### src/rtl/pipe_bus_sequencer.sv
// Memory-bus sequencer for the pipelined CPU: arbitrates MEMDATA between data, fetch and DMA,
// and drives the stage stall and branch-bubble controls.
module pipe_bus_sequencer #(
    parameter int unsigned FLUSH_CYCLES = 2,
    parameter int unsigned DMA_WAIT_MAX = 8
) (
    input  logic       ClockIn,
    input  logic       ResetIn,
    input  logic       FetchReq,
    input  logic       DataReq,
    input  logic       DmaReq,
    input  logic       MemReady,
    input  logic       BranchTaken,
    output logic [1:0] GrantOut,
    output logic       FetchStallOut,
    output logic       DataStallOut,
    output logic       BubbleOut,
    output logic       BusyOut
);

    localparam logic [7:0] DMA_WAIT_LIM = 8'(DMA_WAIT_MAX);
    localparam logic [3:0] FLUSH_LOAD   = 4'(FLUSH_CYCLES);

    typedef enum logic {
        ST_IDLE,
        ST_OWN
    } state_t;

    typedef enum logic [1:0] {
        OWN_NONE  = 2'b00,
        OWN_FETCH = 2'b01,
        OWN_DATA  = 2'b10,
        OWN_DMA   = 2'b11
    } owner_t;

    state_t     state_q, state_d;
    owner_t     owner_q, owner_d;
    owner_t     winner;
    logic [7:0] dma_wait_q, dma_wait_d;
    logic [3:0] flush_cnt_q, flush_cnt_d;
    logic       arb_en;
    logic       fetch_elig;
    logic       data_elig;
    logic       dma_elig;
    logic       dma_urgent;

    // Request masking: the owner completing this cycle may not immediately win again.
    always_comb begin
        fetch_elig = FetchReq;
        data_elig  = DataReq;
        dma_elig   = DmaReq;
        arb_en     = 1'b0;
        if (state_q == ST_IDLE) begin
            arb_en = 1'b1;
        end else if (MemReady) begin
            arb_en = 1'b1;
            unique case (owner_q)
                OWN_FETCH: fetch_elig = 1'b0;
                OWN_DATA:  data_elig  = 1'b0;
                OWN_DMA:   dma_elig   = 1'b0;
                default:   ;
            endcase
        end
    end

    assign dma_urgent = (dma_wait_q >= DMA_WAIT_LIM);

    always_comb begin
        winner = OWN_NONE;
        if (data_elig) begin
            winner = OWN_DATA;
        end else if (dma_elig && dma_urgent) begin
            winner = OWN_DMA;
        end else if (fetch_elig) begin
            winner = OWN_FETCH;
        end else if (dma_elig) begin
            winner = OWN_DMA;
        end
    end

    always_comb begin
        state_d = state_q;
        owner_d = owner_q;
        if (arb_en) begin
            if (winner != OWN_NONE) begin
                state_d = ST_OWN;
                owner_d = winner;
            end else begin
                state_d = ST_IDLE;
                owner_d = OWN_NONE;
            end
        end
    end

    always_ff @(posedge ClockIn or negedge ResetIn) begin
        if (!ResetIn) begin
            state_q <= ST_IDLE;
            owner_q <= OWN_NONE;
        end else begin
            state_q <= state_d;
            owner_q <= owner_d;
        end
    end

    assign GrantOut = (state_q == ST_OWN) ? owner_q : OWN_NONE;
    assign BusyOut  = (GrantOut != OWN_NONE);

    assign DataStallOut  = DataReq & ~((GrantOut == OWN_DATA) & MemReady);
    assign FetchStallOut = (FetchReq & ~((GrantOut == OWN_FETCH) & MemReady)) | DataStallOut;

    // DMA starvation tracking; a DMA grant or a dropped request starts the count over.
    always_comb begin
        dma_wait_d = dma_wait_q;
        if (!DmaReq || (arb_en && winner == OWN_DMA)) begin
            dma_wait_d = '0;
        end else if (GrantOut != OWN_DMA && dma_wait_q < DMA_WAIT_LIM) begin
            dma_wait_d = dma_wait_q + 8'd1;
        end
    end

    // A bubble is only consumed when stage 1 actually advances.
    always_comb begin
        flush_cnt_d = flush_cnt_q;
        if (BranchTaken) begin
            flush_cnt_d = FLUSH_LOAD;
        end else if (flush_cnt_q != '0 && !FetchStallOut) begin
            flush_cnt_d = flush_cnt_q - 4'd1;
        end
    end

    always_ff @(posedge ClockIn or negedge ResetIn) begin
        if (!ResetIn) begin
            dma_wait_q  <= '0;
            flush_cnt_q <= '0;
        end else begin
            dma_wait_q  <= dma_wait_d;
            flush_cnt_q <= flush_cnt_d;
        end
    end

    assign BubbleOut = (flush_cnt_q != '0);

endmodule

### config.mk
export PLATFORM = sky130hd
export DESIGN_NAME = pipe_bus_sequencer
export DESIGN_NICKNAME = d
export VERILOG_FILES = /design/src/rtl/pipe_bus_sequencer.sv
export SDC_FILE = /design/constraint.sdc
export NUM_CORES = 1
export LEC_CHECK = 0
export ABC_CLOCK_PERIOD_IN_PS = 1510
export CORE_MARGIN = 3
export CORE_UTILIZATION = 47
export CTS_CLUSTER_DIAMETER = 200
export DETAILED_ROUTE_END_ITERATION = 8
export PLACE_DENSITY = 0.85
export SLEW_MARGIN = 5
export SYNTH_ARGS = -nofsm -noshare
export SYNTH_HDL_FRONTEND = slang
export SYNTH_SLANG_ARGS = --single-unit
### constraint.sdc
create_clock -name ClockIn -period 1.51 [get_ports ClockIn]
set_clock_uncertainty 0.05 [all_clocks]
set_input_delay 0.302 -clock ClockIn [delete_from_list [all_inputs] [get_ports ClockIn]]
set_output_delay 0.302 -clock ClockIn [all_outputs]
set_load 0.02 [all_outputs]
==> results.py <==
metrics = {
    "yosys": {
        "synthAdderAreaFrac_pct": 5.49,
        "synth_flop_cell": "dfrtp_1",
        "synth_xor_area_share_pct": 1.92,
        "yosysUniqueCellTypes": 34,
        "synth_compound_area_share_pct": 13.2,
        "synth.avg_cell_area_sq_um": 10.6,
        "synthArstFlopShare_pct": 100,
        "synth_edf_count": 0,
        "yosysWarnings": 0,
        "syn-cell-area_sq_um": 912,
        "synthMuxAreaShare_pct": 5.21,
        "synth-seq-cells": 15,
        "synth-simple-area-share_pct": 29.6,
        "synth_top_family_by_area": "simple AND/OR/NAND/NOR gates",
        "synth_seq_area_share_pct": 41.2,
        "syn_inst": 86,
        "syn_nets": 97,
    },
    "worst_setup_path": {
        "r2r_cells": 7,
        "worstPathRequired_ns": 1.16,
        "worstSetupPathType": "reg -> out",
        "rr_startpoint": "flush_cnt_q[0]",
        "r2r_slack_ns": -0.27,
        "crit_path_max_fanout": 4,
        "crit_path_start_kind": "register",
        "r2r-end": "flush_cnt_q[2]",
        "arrival_ns": 1.44,
        "cp-end-kind": "output pin",
    },
    "clock_network": {
        "cts_buffer_depth": 2,
        "cts_root_buf": "clkbuf_4",
        "numClockSinks": 15,
        "clk_pin_slew_ns": 0.11,
        "cts_buffers": 3,
        "cts.htree.levels": 1,
        "tritoncts": "built",
        "clkLatencyLatePin_ns": 0.31,
    },
    "sta": {
        "rsz0062_at_grt": "yes",
        "maxSlewHeadroom_pct": 79.2,
        "min_period_ns": 1.80,
        "finalHoldViolations": 0,
        "drv_slew": 0,
        "setup_viol": 21,
        "hold_ws_ns": 0.255,
        "max_freq_ghz": 0.557,
        "tightestPinTransition_ns": 0.311,
        "fin_crit_sh_pct": 119,
        "finalWorstSetupSlack_ns": -0.285,
    },
    "global_route": {
        "grt_max_degree": 16,
        "top_usage_layer": "met2",
        "met3_usage_pct": 7.25,
        "grt_overflow": 0,
        "track_usage_pct": 25.3,
        "grt_pass1_wl_mm": 4.58,
        "use_met2_pct": 43.7,
        "grt_antenna_before_repair": 0,
        "met1_usage_pct": 27.7,
        "grt_pass1_vias": 943,
    },
    "floorplanning": {
        "boundaryPins": 13,
        "core_sq_um": 1780,
        "row_count": 15,
        "die_h_microns": 50.1,
        "die-area_sq_um": 2510,
        "die_w_microns": 50.1,
        "initial_utilization_pct": 51.2,
    },
    "detailed_routing": {
        "vias_per_cell": 5.65,
        "vias": 916,
        "drc": 0,
        "dr.pass1.iters": 4,
        "routedWlPerCell_microns": 19.4,
        "first_iter_violations": 24,
        "ant_nets": 0,
        "routed_wl_mm": 3.15,
    },
    "power": {
        "power.density_nw_per_um2": 908,
        "ir_worst_vdd_uv": 938,
        "p_leak_nw": 0.725,
    },
    "run_status": {
        "violations": "negative setup slack",
        "status": "finished with violations",
    },
    "hold_path": {
        "min_path_type": "in -> async",
    },
    "place": {
        "post-dp-hpwl_mm": 1.44,
        "port_buffers": 12,
        "placedCellCount": 141,
        "gp_routability_congestion": 0.801,
    },
    "final_layout": {
        "antenna_cells": 0,
        "nets": 149,
        "syn2layout_area_growth_pct": 68.2,
        "fill_cells": 84,
        "layout-drive-gt1-share_pct": 59.9,
        "instances_no_fill": 162,
    },
    "job": {
        "drv_cap": 0,
    },
}
[layer usage]
metal  vias up  part of all wire, %
li1        403                    -
met1       450                   38
met2        44                   50
met3        19                  5.9
met4         0                  6.2
met5         -                    0
[per-stage QoR]
step           power [mW]  area (sq um)  util (%)  setup WS [ns]  setup TNS, ns
5_1_grt              1.47          1530      86.0         -0.334          -5.51
6_report             1.39          1530      86.0         -0.285          -4.38
3_5_place_dp        0.901          1210      67.8         -0.730          -7.45
4_1_cts              1.26          1420      79.4         -0.257          -2.20
3_3_place_gp        0.883          1210      67.8         -0.705          -6.85
2_1_floorplan       0.709           920         -         -0.107         -0.267
[worst max-delay path: stages, from the launching register on]
cell	delay (ns)
dfrtp_2	0.46
buf_6	0.14
buf_4	0.13
nand4b_1	0.12
and2_4	0.17
buf_6	0.11
[cells in the final DEF, fill, tap and decap left out, types with 2 or more instances in the layout]
cell type and instances:
buf_4 28, buf_6 14, dfrtp_1 13, and2_4 9, inv_1 5, nand2_1 4, nor2_1 4, ha_1 4
clkdlybuf4s50_1 4, nand4b_1 3, nor2b_1 3, clkbuf_4 3, inv_2 2, nor3b_4 2, a21oi_4 2, nand2_2 2
nand2b_1 2, nor2b_4 2, xnor2_1 2, dlygate4sd2_1 2, dfrtp_2 2
[cells by family (layout without fill, tap and decap cells)]
group                      count (synthesis)  count (layout)
and+or+nand+nor                           40              40
DFF                                       15              15
AOI/OAI and AO/OA                         13              13
buffers and inverters                      8              59
adders and majority gates                  4               4
muxes                                      4               4
xor gates and xnor gates                   2               2
[cell type report]
cell class / count / area [sq um] / area share [%]
well taps: 25 / 31.3 / 2.04
clock buffers: 4 / 26.3 / 1.71
flip-flops and latches: 15 / 378 / 24.6
repair buffers: 48 / 425 / 27.7
inverters: 7 / 26.3 / 1.71
multi-input cells: 63 / 647 / 42.2
[where the power goes]
part	switching (mW)	total, mW	internal, mW	leakage [nW]
Clock	0.149	0.252	0.103	0.0150
Sequential	0.0455	0.485	0.439	0.191
Combinational	0.294	0.655	0.361	0.518
Total	0.488	1.39	0.904	0.725
[how the worst max path moves through the flow]
stage	startpoint	endpoint	slack, ns	depth (start not counted)
3_3_place_gp	DataReq	FetchStallOut	-0.70	5
2_1_floorplan	flush_cnt_q[0]	flush_cnt_q[0]	-0.11	5
4_1_cts	flush_cnt_q[0]	BubbleOut	-0.26	4
6_report	owner_q[1]	DataStallOut	-0.29	5
3_5_place_dp	DataReq	FetchStallOut	-0.73	5
5_1_grt	owner_q[1]	DataStallOut	-0.33	5
[flip-flops by register name, summed over array words and instances (netlist names)]
name / flops
dma_wait_q: 8
state_q: 1
owner_q: 2
flush_cnt_q: 4
[synthesized netlist by cell type (2+ instances only)]
| cell type | instances | area, sq um |
|---|---|---|
| a21oi_1 | 3 | 15.0 |
| a41oi_1 | 2 | 17.5 |
| and2_1 | 10 | 62.6 |
| dfrtp_1 | 15 | 375 |
| ha_1 | 4 | 50.1 |
| inv_1 | 7 | 26.3 |
| nand2_1 | 6 | 22.5 |
| nand2b_1 | 2 | 12.5 |
| nand4b_1 | 3 | 26.3 |
| nor2_1 | 4 | 15.0 |
| nor2b_1 | 5 | 31.3 |
| or2_2 | 2 | 12.5 |
| xnor2_1 | 2 | 17.5 |
[repair_timing]
action,in CTS,in global routing
endpoints found under the setup margin,18,21
gates cloned,0,0
pin swaps,16,9
endpoints found under the hold margin,0,0
setup buffers,10,9
resized for setup,59,19
hold buffers,0,0
(Power assumes the default switching activity.)
